--- config.mk ---
export PLATFORM = sky130hd
export DESIGN_NAME = tcm_dport_arb
export DESIGN_NICKNAME = d
export VERILOG_FILES = /design/src/rtl/tcm_dport_arb.sv
export SDC_FILE = /design/constraint.sdc
export NUM_CORES = 1
export LEC_CHECK = 0
export ABC_AREA = 1
export BUFFER_PORTS_ARGS = -buffer_cell sky130_fd_sc_hd__buf_2
export CORE_AREA = 2 2 141 143
export CTS_BUF_LIST = sky130_fd_sc_hd__clkbuf_2 sky130_fd_sc_hd__clkbuf_4 sky130_fd_sc_hd__clkbuf_8
export DETAILED_ROUTE_END_ITERATION = 7
export DIE_AREA = 0 0 143 145
export REMOVE_ABC_BUFFERS = 1
export SYNTH_ARGS = -nofsm -noshare
export SYNTH_HDL_FRONTEND = slang
export SYNTH_SLANG_ARGS = --single-unit
--- constraint.sdc ---
create_clock -name clk -period 2 [get_ports clk]
set_clock_uncertainty 0.05 [all_clocks]
set_input_delay 0.3 -clock clk [delete_from_list [all_inputs] [get_ports clk]]
set_output_delay 0.3 -clock clk [all_outputs]
set_load 0.005 [all_outputs]
--- src/rtl/tcm_dport_arb.sv ---
// Round-robin arbiter merging the core and loader data ports onto one TCM port.
// Responses are steered back in order using a small source-id FIFO.
module tcm_dport_arb #(
    parameter int DEPTH = 4
) (
    input  logic        clk,
    input  logic        rst,
    input  logic [31:0] c_addr_i,
    input  logic [31:0] c_data_wr_i,
    input  logic        c_rd_i,
    input  logic [3:0]  c_wr_i,
    input  logic [10:0] c_req_tag_i,
    output logic        c_accept_o,
    output logic        c_ack_o,
    output logic        c_error_o,
    output logic [31:0] c_data_rd_o,
    output logic [10:0] c_resp_tag_o,
    input  logic [31:0] l_addr_i,
    input  logic [31:0] l_data_wr_i,
    input  logic        l_rd_i,
    input  logic [3:0]  l_wr_i,
    output logic        l_accept_o,
    output logic        l_ack_o,
    output logic        l_error_o,
    output logic [31:0] l_data_rd_o,
    output logic [31:0] m_addr_o,
    output logic [31:0] m_data_wr_o,
    output logic        m_rd_o,
    output logic [3:0]  m_wr_o,
    output logic [10:0] m_req_tag_o,
    input  logic        m_accept_i,
    input  logic        m_ack_i,
    input  logic        m_error_i,
    input  logic [31:0] m_data_rd_i,
    input  logic [10:0] m_resp_tag_i,
    output logic        spurious_o
);

    localparam int PW = $clog2(DEPTH);
    localparam int CW = PW + 1;
    localparam logic [CW-1:0] FULL = CW'(DEPTH);

    logic [DEPTH-1:0] r_src;
    logic [PW-1:0]    r_wptr;
    logic [PW-1:0]    r_rptr;
    logic [CW-1:0]    r_count;
    logic             r_hold;
    logic             r_hold_l;
    logic             r_last_l;
    logic             r_spur;

    logic       w_c_req;
    logic       w_l_req;
    logic       w_gnt_v;
    logic       w_gnt_l;
    logic       w_full;
    logic       w_empty;
    logic       w_fwd;
    logic       w_push;
    logic       w_pop;
    logic       w_head;
    logic       w_sel_rd;
    logic [3:0] w_sel_wr;

    assign w_c_req = c_rd_i | (|c_wr_i);
    assign w_l_req = l_rd_i | (|l_wr_i);

    // A request left waiting on the TCM keeps the grant until it is taken.
    always_comb begin
        w_gnt_v = 1'b0;
        w_gnt_l = 1'b0;
        if (r_hold && (r_hold_l ? w_l_req : w_c_req)) begin
            w_gnt_v = 1'b1;
            w_gnt_l = r_hold_l;
        end else if (w_c_req && w_l_req) begin
            w_gnt_v = 1'b1;
            w_gnt_l = ~r_last_l;
        end else if (w_c_req) begin
            w_gnt_v = 1'b1;
            w_gnt_l = 1'b0;
        end else if (w_l_req) begin
            w_gnt_v = 1'b1;
            w_gnt_l = 1'b1;
        end
    end

    assign w_full  = (r_count == FULL);
    assign w_empty = (r_count == '0);
    assign w_fwd   = w_gnt_v & ~w_full & rst;
    assign w_push  = w_fwd & m_accept_i;
    assign w_pop   = m_ack_i & ~w_empty;
    assign w_head  = r_src[r_rptr];

    assign w_sel_rd = w_gnt_l ? l_rd_i : c_rd_i;
    assign w_sel_wr = w_gnt_l ? l_wr_i : c_wr_i;

    // Write strobes dominate a simultaneous read strobe.
    assign m_wr_o      = w_fwd ? w_sel_wr : 4'h0;
    assign m_rd_o      = w_fwd & w_sel_rd & ~(|w_sel_wr);
    assign m_addr_o    = w_gnt_l ? l_addr_i : c_addr_i;
    assign m_data_wr_o = w_gnt_l ? l_data_wr_i : c_data_wr_i;
    assign m_req_tag_o = w_gnt_l ? 11'h000 : c_req_tag_i;

    assign c_accept_o = w_push & ~w_gnt_l;
    assign l_accept_o = w_push & w_gnt_l;

    assign c_ack_o      = w_pop & ~w_head;
    assign l_ack_o      = w_pop & w_head;
    assign c_error_o    = c_ack_o & m_error_i;
    assign l_error_o    = l_ack_o & m_error_i;
    assign c_data_rd_o  = m_data_rd_i;
    assign l_data_rd_o  = m_data_rd_i;
    assign c_resp_tag_o = m_resp_tag_i;
    assign spurious_o   = r_spur;

    always_ff @(posedge clk or negedge rst) begin
        if (!rst) begin
            r_src    <= '0;
            r_wptr   <= '0;
            r_rptr   <= '0;
            r_count  <= '0;
            r_hold   <= 1'b0;
            r_hold_l <= 1'b0;
            r_last_l <= 1'b1;
            r_spur   <= 1'b0;
        end else begin
            r_hold   <= w_gnt_v & ~w_push;
            r_hold_l <= w_gnt_l;
            if (w_push) begin
                r_src[r_wptr] <= w_gnt_l;
                r_wptr        <= r_wptr + PW'(1);
                r_last_l      <= w_gnt_l;
            end
            if (w_pop) begin
                r_rptr <= r_rptr + PW'(1);
            end
            if (w_push && !w_pop) begin
                r_count <= r_count + CW'(1);
            end else if (!w_push && w_pop) begin
                r_count <= r_count - CW'(1);
            end
            if (m_ack_i && w_empty) begin
                r_spur <= 1'b1;
            end
        end
    end

endmodule

==> Word-level counts from Yosys, hierarchy flattened <==
Cells that the tools add are included.
{ "op_classes": {"addsub": 4, "magnitude_cmp": 3, "n_eq_ne": 1, "n_mux": 21, "bitwise": 22, "n_reduce_logical": 13} }
{ "ops": {"columns": ["op", "count"], "rows": [
  ["32-bit two-way mux", 2],
  ["1-bit AND", 13],
  ["4-bit OR reduction", 3],
  ["1-bit two-way mux", 11],
  ["11-bit two-way mux", 1],
  ["4-bit two-way mux", 2],
  ["1-bit inverter", 7],
  ["1-bit logical AND", 6],
  ["2-bit by 3-bit less-than comparator with 1-bit output (second input constant)", 2],
  ["3-bit two-way mux", 2],
  ["2-bit by 1-bit adder with 2-bit output (second input constant)", 2],
  ["4-bit bitwise mux", 1],
  ["3-bit by 1-bit adder with 3-bit output (second input constant)", 1],
  ["3-bit == test (second input constant)", 1],
  ["3-bit zero test", 1],
  ["3-bit by 1-bit subtractor with 3-bit output (second input constant)", 1],
  ["1-bit binary-select mux with 2-bit select", 1],
  ["1-bit demux with 2-bit select", 1],
  ["2-bit by 1-bit >= comparator with 1-bit output (second input constant)", 1],
  ["1-bit zero test", 2],
  ["1-bit OR", 2],
  ["2-bit nonzero test", 1]
]} }
{ "word_totals": {"ff_bits": 15, "input_bits": 197, "output_inout_bits": 162} }

==> Longest topological paths before layout <==
{ "depth": {"depth_word": 13, "mapped_depth": 14, "depth_no_buf": 14} }

==> Worst setup path before layout <==
No wires, ideal clock.
{ "synth_timing": {"path_kind": "input -> register", "startpoint": "input l_wr_i[0]", "endpoint": "register r_count[1]", "arrival_time_ns": 1.919, "required_time_ns": 1.825, "setup_slack_ns": -0.094, "path_stages": 12, "path_cell_list": "nor2_1 nand3_2 nor2_1 nor2_1 nand2_2 inv_2 nand2_1 inv_1 ha_1 inv_1 fa_1 mux2_2"} }
{ "synth_via": {"elab_chain_cells": 12} }
{ "synth_lines": {"columns": ["element", "line_no", "source"], "rows": [
  ["start: declaration", "21", "input logic [3:0] l_wr_i,"],
  ["4-bit OR reduction *", "66", "assign w_l_req = l_rd_i | (|l_wr_i);"],
  ["1-bit OR *", "66", null],
  ["1-bit two-way mux", "81", "end else if (w_l_req) begin"],
  ["1-bit two-way mux", "78", "end else if (w_c_req) begin"],
  ["1-bit two-way mux", "75", "end else if (w_c_req && w_l_req) begin"],
  ["1-bit two-way mux *", "72", "if (r_hold && (r_hold_l ? w_l_req : w_c_req)) begin"],
  ["1-bit AND * (2 in series)", "89", "assign w_fwd = w_gnt_v & ~w_full & rst;"],
  ["1-bit AND *", "90", "assign w_push = w_fwd & m_accept_i;"],
  ["net w_push", "59", "logic w_push;"],
  ["1-bit zero test", "139", "end else if (!w_push && w_pop) begin"],
  ["1-bit logical AND", "139", null],
  ["2-bit nonzero test (no line)", null, null],
  ["end signal: assignment", "138", "r_count <= r_count + CW'(1);"],
  ["end signal: assignment", "140", "r_count <= r_count - CW'(1);"],
  ["end: declaration", "46", "logic [CW-1:0] r_count;"]
]} }
The timed path passes the listed nets; every way through them passes the cells marked *.
A chain may end at the register's enable or synchronous reset.

==> Worst setup path after layout <==
{ "layout_timing": {"startpoint": "register r_hold_l", "endpoint": "output m_rd_o"} }
{ "layout_via": {"elab_chain_cells": 7} }
{ "layout_lines": {"columns": ["element", "line_no", "source"], "rows": [
  ["start: declaration", "48", "logic r_hold_l;"],
  ["start signal: assignment", "128", "r_hold_l <= w_gnt_l;"],
  ["1-bit two-way mux", "72", null],
  ["1-bit logical AND", "72", null],
  ["1-bit two-way mux", "72", null],
  ["1-bit AND or 4-bit two-way mux (tied branches)", "89, 95", null],
  ["1-bit AND or 4-bit OR reduction (tied branches)", "89, 99", null],
  ["1-bit AND or 1-bit inverter (tied branches)", "99", "assign m_rd_o = w_fwd & w_sel_rd & ~(|w_sel_wr);"],
  ["1-bit AND *", "99", null],
  ["end: declaration", "28", "output logic m_rd_o,"]
]} }
Mark *: on every way between the ends. The rest lies on a longest branch, timed or not.

==> key figures <==
Status
  • Result of the run: finished, violations left
  • Failing checks: negative setup slack

Min path
  • Worst min-delay path class: input pin to async pin

Place
  • Area of placed instances: 3690 um2
  • HPWL after detailed placement: 10700 um
  • Dpl ws: -0.256 ns
  • DP Cell Count: 879
  • PortBufs: 240
  • Final Wtd Congestion: 0.799

Worst setup path
  • Reg-to-Reg Start: r_count[1]$_DFFE_PN0P_
  • Crit path arrival time: 1.70 ns
  • CP Cell Sequence: inv_1 > nand4_1 > nand3_2 > nand2_4 > nand2_8 > buf_6 > nand2_4 > nand2_4 > nor2_4 > nand2_1 > nor2_1 > buf_2
  • Setup Crit Path Kind: flop to primary output
  • Slowest cell on crit path: dfrtp_1
  • Beginning of the critical path: r_hold_l$_DFF_PN0_
  • Critical Path Start Type: flop
  • Worst path max stage delay: 0.38 ns
  • Most used cell, CP: nand2_4
  • Largest fanout on the critical path: 6
  • Worst reg-to-reg path cell count: 10
  • WP data required: 1.65 ns
  • Crit end category: primary output

Cells and area
  • FF+latch area: 377 um2
  • Post-layout instance count excluding filler cells: 892
  • Most common cell after layout, fill and taps aside: buf_2
  • Finished Cell Area: 4160 um2
  • Layout area overhead: 63.4%
  • Final nets: 831
  • Footprint of the multi-input gates: 1560 um2
  • FILL cells: 2183
  • Commonest non-fill, non-tap cells in the layout: buf_2 (240), nand2_1 (148), nand2_2 (60)
  • ANT cells: 0
  • Share of layout cells above drive strength 1: 0.630
  • Fin util: 0.217

STA
  • Fin crit period: 2.05 ns
  • Tightest Pin Transition: 0.328 ns
  • Post-route setup slack: -0.0451 ns
  • WHS: 0.0343 ns
  • Final period utilization: 1.02
  • # setup viols final: 14
  • Max Freq: 489 MHz
  • RSZ-0062 raised after global routing: yes
  • Fin. max-slew vios: 0
  • Slew margin rel.: 0.781
  • Fin. Hold Viols: 0

Power and ir drop
  • Internal power: 2.60 mW
  • Leak: 2.47 nW
  • Reg power frac: 0.114
  • Sw power: 2.28 mW
  • Sw Ratio: 0.468
  • Combinational share of power: 0.832
  • P per Cell Area: 1170 nW/um2
  • Worst vdd ir: 0.326 mV
  • Clk pwr share: 0.054

Global route
  • Met1 Use GR: 0.141
  • Largest net degree at the start of global routing: 28
  • Overflow left after global routing: 0
  • GR peak layer: met2
  • Initial antenna violation count: 0
  • Global-route usage over all layers: 0.114
  • Met2 Usage GRT: 0.156
  • Grt met3 use: 0.0825
  • First-pass GRT wire length: 17800 um
  • Number of global-route vias before repair: 2919

Synth
  • Area leader, netlist: nand2_1
  • Post-synth top area share: 0.271
  • Mapped Cells: 429
  • #FFs+latches synth: 15
  • Synth cell types: 31
  • Sequential share of the synthesized area: 0.148
  • Post-Syn Area: 2550 um2
  • Ys Warns: 0
  • Mean Syn Cell Area: 5.94 um2
  • Synth area leaders: nand2_1 (27%), buf_4 (25%), dfrtp_1 (14%)

Drt
  • DRT iter0 DRCs: 143
  • Average wire per standard cell: 15.2 um
  • DR vias/cell: 3.75
  • Post-route ant nets: 0
  • DRC: 0
  • DR pass1 iterations: 4
  • DRT Wirelength: 13600 um
  • Vias: 3346

Floorplan
  • DIE WIDTH: 143 um
  • Ports: 359
  • Core Region: 19200 um2
  • Die Ht: 145 um
  • Die Area: 20700 um2
  • Initial core utilization: 0.133
  • Row count: 51

Clock network
  • Root buf cell: clkbuf_8
  • H-tree levels: 1
  • CTS tree: done
  • Post-cts hold buffer count: 0
  • CTS Buffer Depth: 2
  • Num Clock Sinks: 15
  • Clock-pin slew on the worst setup and hold paths: 0.07 ns
  • Clock Latency Late Sink: 0.25 ns
  • Number of buffers created by CTS: 3

Flow run
  • Maxcap violations: 0
## repair_timing
item / CTS / global route
resized for setup: 10 / 82
gates cloned: 0 / 3
setup endpoints to repair: 55 / 77
pin swaps: 3 / 31
buffers inserted: 0 / 6
## power by group through the flow
stage          Sequential, mW  Combinational [mW]  Clock, mW
2_1_floorplan           0.548                1.57          0
3_3_place_gp            0.554                3.34          0
3_5_place_dp            0.555                3.35          0
4_1_cts                 0.555                3.41      0.272
5_1_grt                 0.573                4.50      0.280
6_report                0.556                4.06      0.264
## layer usage
metal  part of all wire  vias up
li1                   -     1612
met1               0.43     1491
met2               0.40      227
met3               0.15       14
met4             0.0083        2
met5             0.0051        -
## worst max-delay path, delay by kind of cell (launching register included)
kind / cells / cell delay [ns]
buf+inv: 3 / 0.32
flops: 1 / 0.38
simple gates: 9 / 0.75
## logic make-up (layout without fill, tap and decap cells)
group | count (synthesis) | after routing | synth area share
XOR/XNOR | 4 | 4 | 0.0137
flip-flops | 15 | 15 | 0.148
AND/OR/NAND/NOR | 258 | 258 | 0.429
buffers and inverters | 125 | 323 | 0.326
AO/OA/AOI/OAI | 20 | 20 | 0.0466
adder cells (fa/ha/maj) | 6 | 6 | 0.0324
multiplexers | 1 | 1 | 0.00442
## flip-flops by register name, summed over array words and instances (netlist names)
signal	flops
r_src	4
r_count	3
r_rptr	2
r_wptr	2
r_hold	1
r_hold_l	1
r_last_l	1
spurious_o	1
## area by class of cell
cell class / instances / area share
timing repair buffer: 286 / 0.413
tap: 265 / 0.0796
clock buffer: 4 / 0.0117
inverter: 33 / 0.0303
multi-input combinational: 289 / 0.375
sequential: 15 / 0.0904
## cells in the mapped netlist, drive strengths merged
| master | number |
|---|---|
| inv | 32 |
| dfstp | 1 |
| xnor2 | 1 |
| fa | 1 |
| xor2 | 3 |
| o31ai | 3 |
| nor2 | 29 |
| a32oi | 1 |
| a31o | 1 |
| clkinv | 1 |
| nand3 | 8 |
| ha | 5 |
| a21oi | 8 |
| nor3 | 3 |
| dfrtp | 14 |
| mux2 | 1 |
| nand4 | 2 |
| o21ai | 7 |
| buf | 92 |
| nand2 | 216 |
## worst paths after layout
path,endpoint,slack [ns]
setup / recovery,m_rd_o,-0.05
hold / removal,r_rptr[0]$_DFFE_PN0P_,0.03
setup reg to reg,r_count[1]$_DFFE_PN0P_,0.07
hold reg to reg,r_rptr[1]$_DFFE_PN0P_,0.43
max in group asynchronous,r_last_l$_DFFE_PN1P_,1.61
min in group clk,r_rptr[0]$_DFFE_PN0P_,0.31
## per-stage QoR
stage	setup TNS (ns)	total power, mW
floorplan	-13.15	2.12
global placement	-0.379	3.89
detailed placement	-0.523	3.90
CTS	-0.161	4.24
global route	-7.74	5.36
finish	-0.146	4.88
No activity file was read; power rests on OpenSTA's default activity.
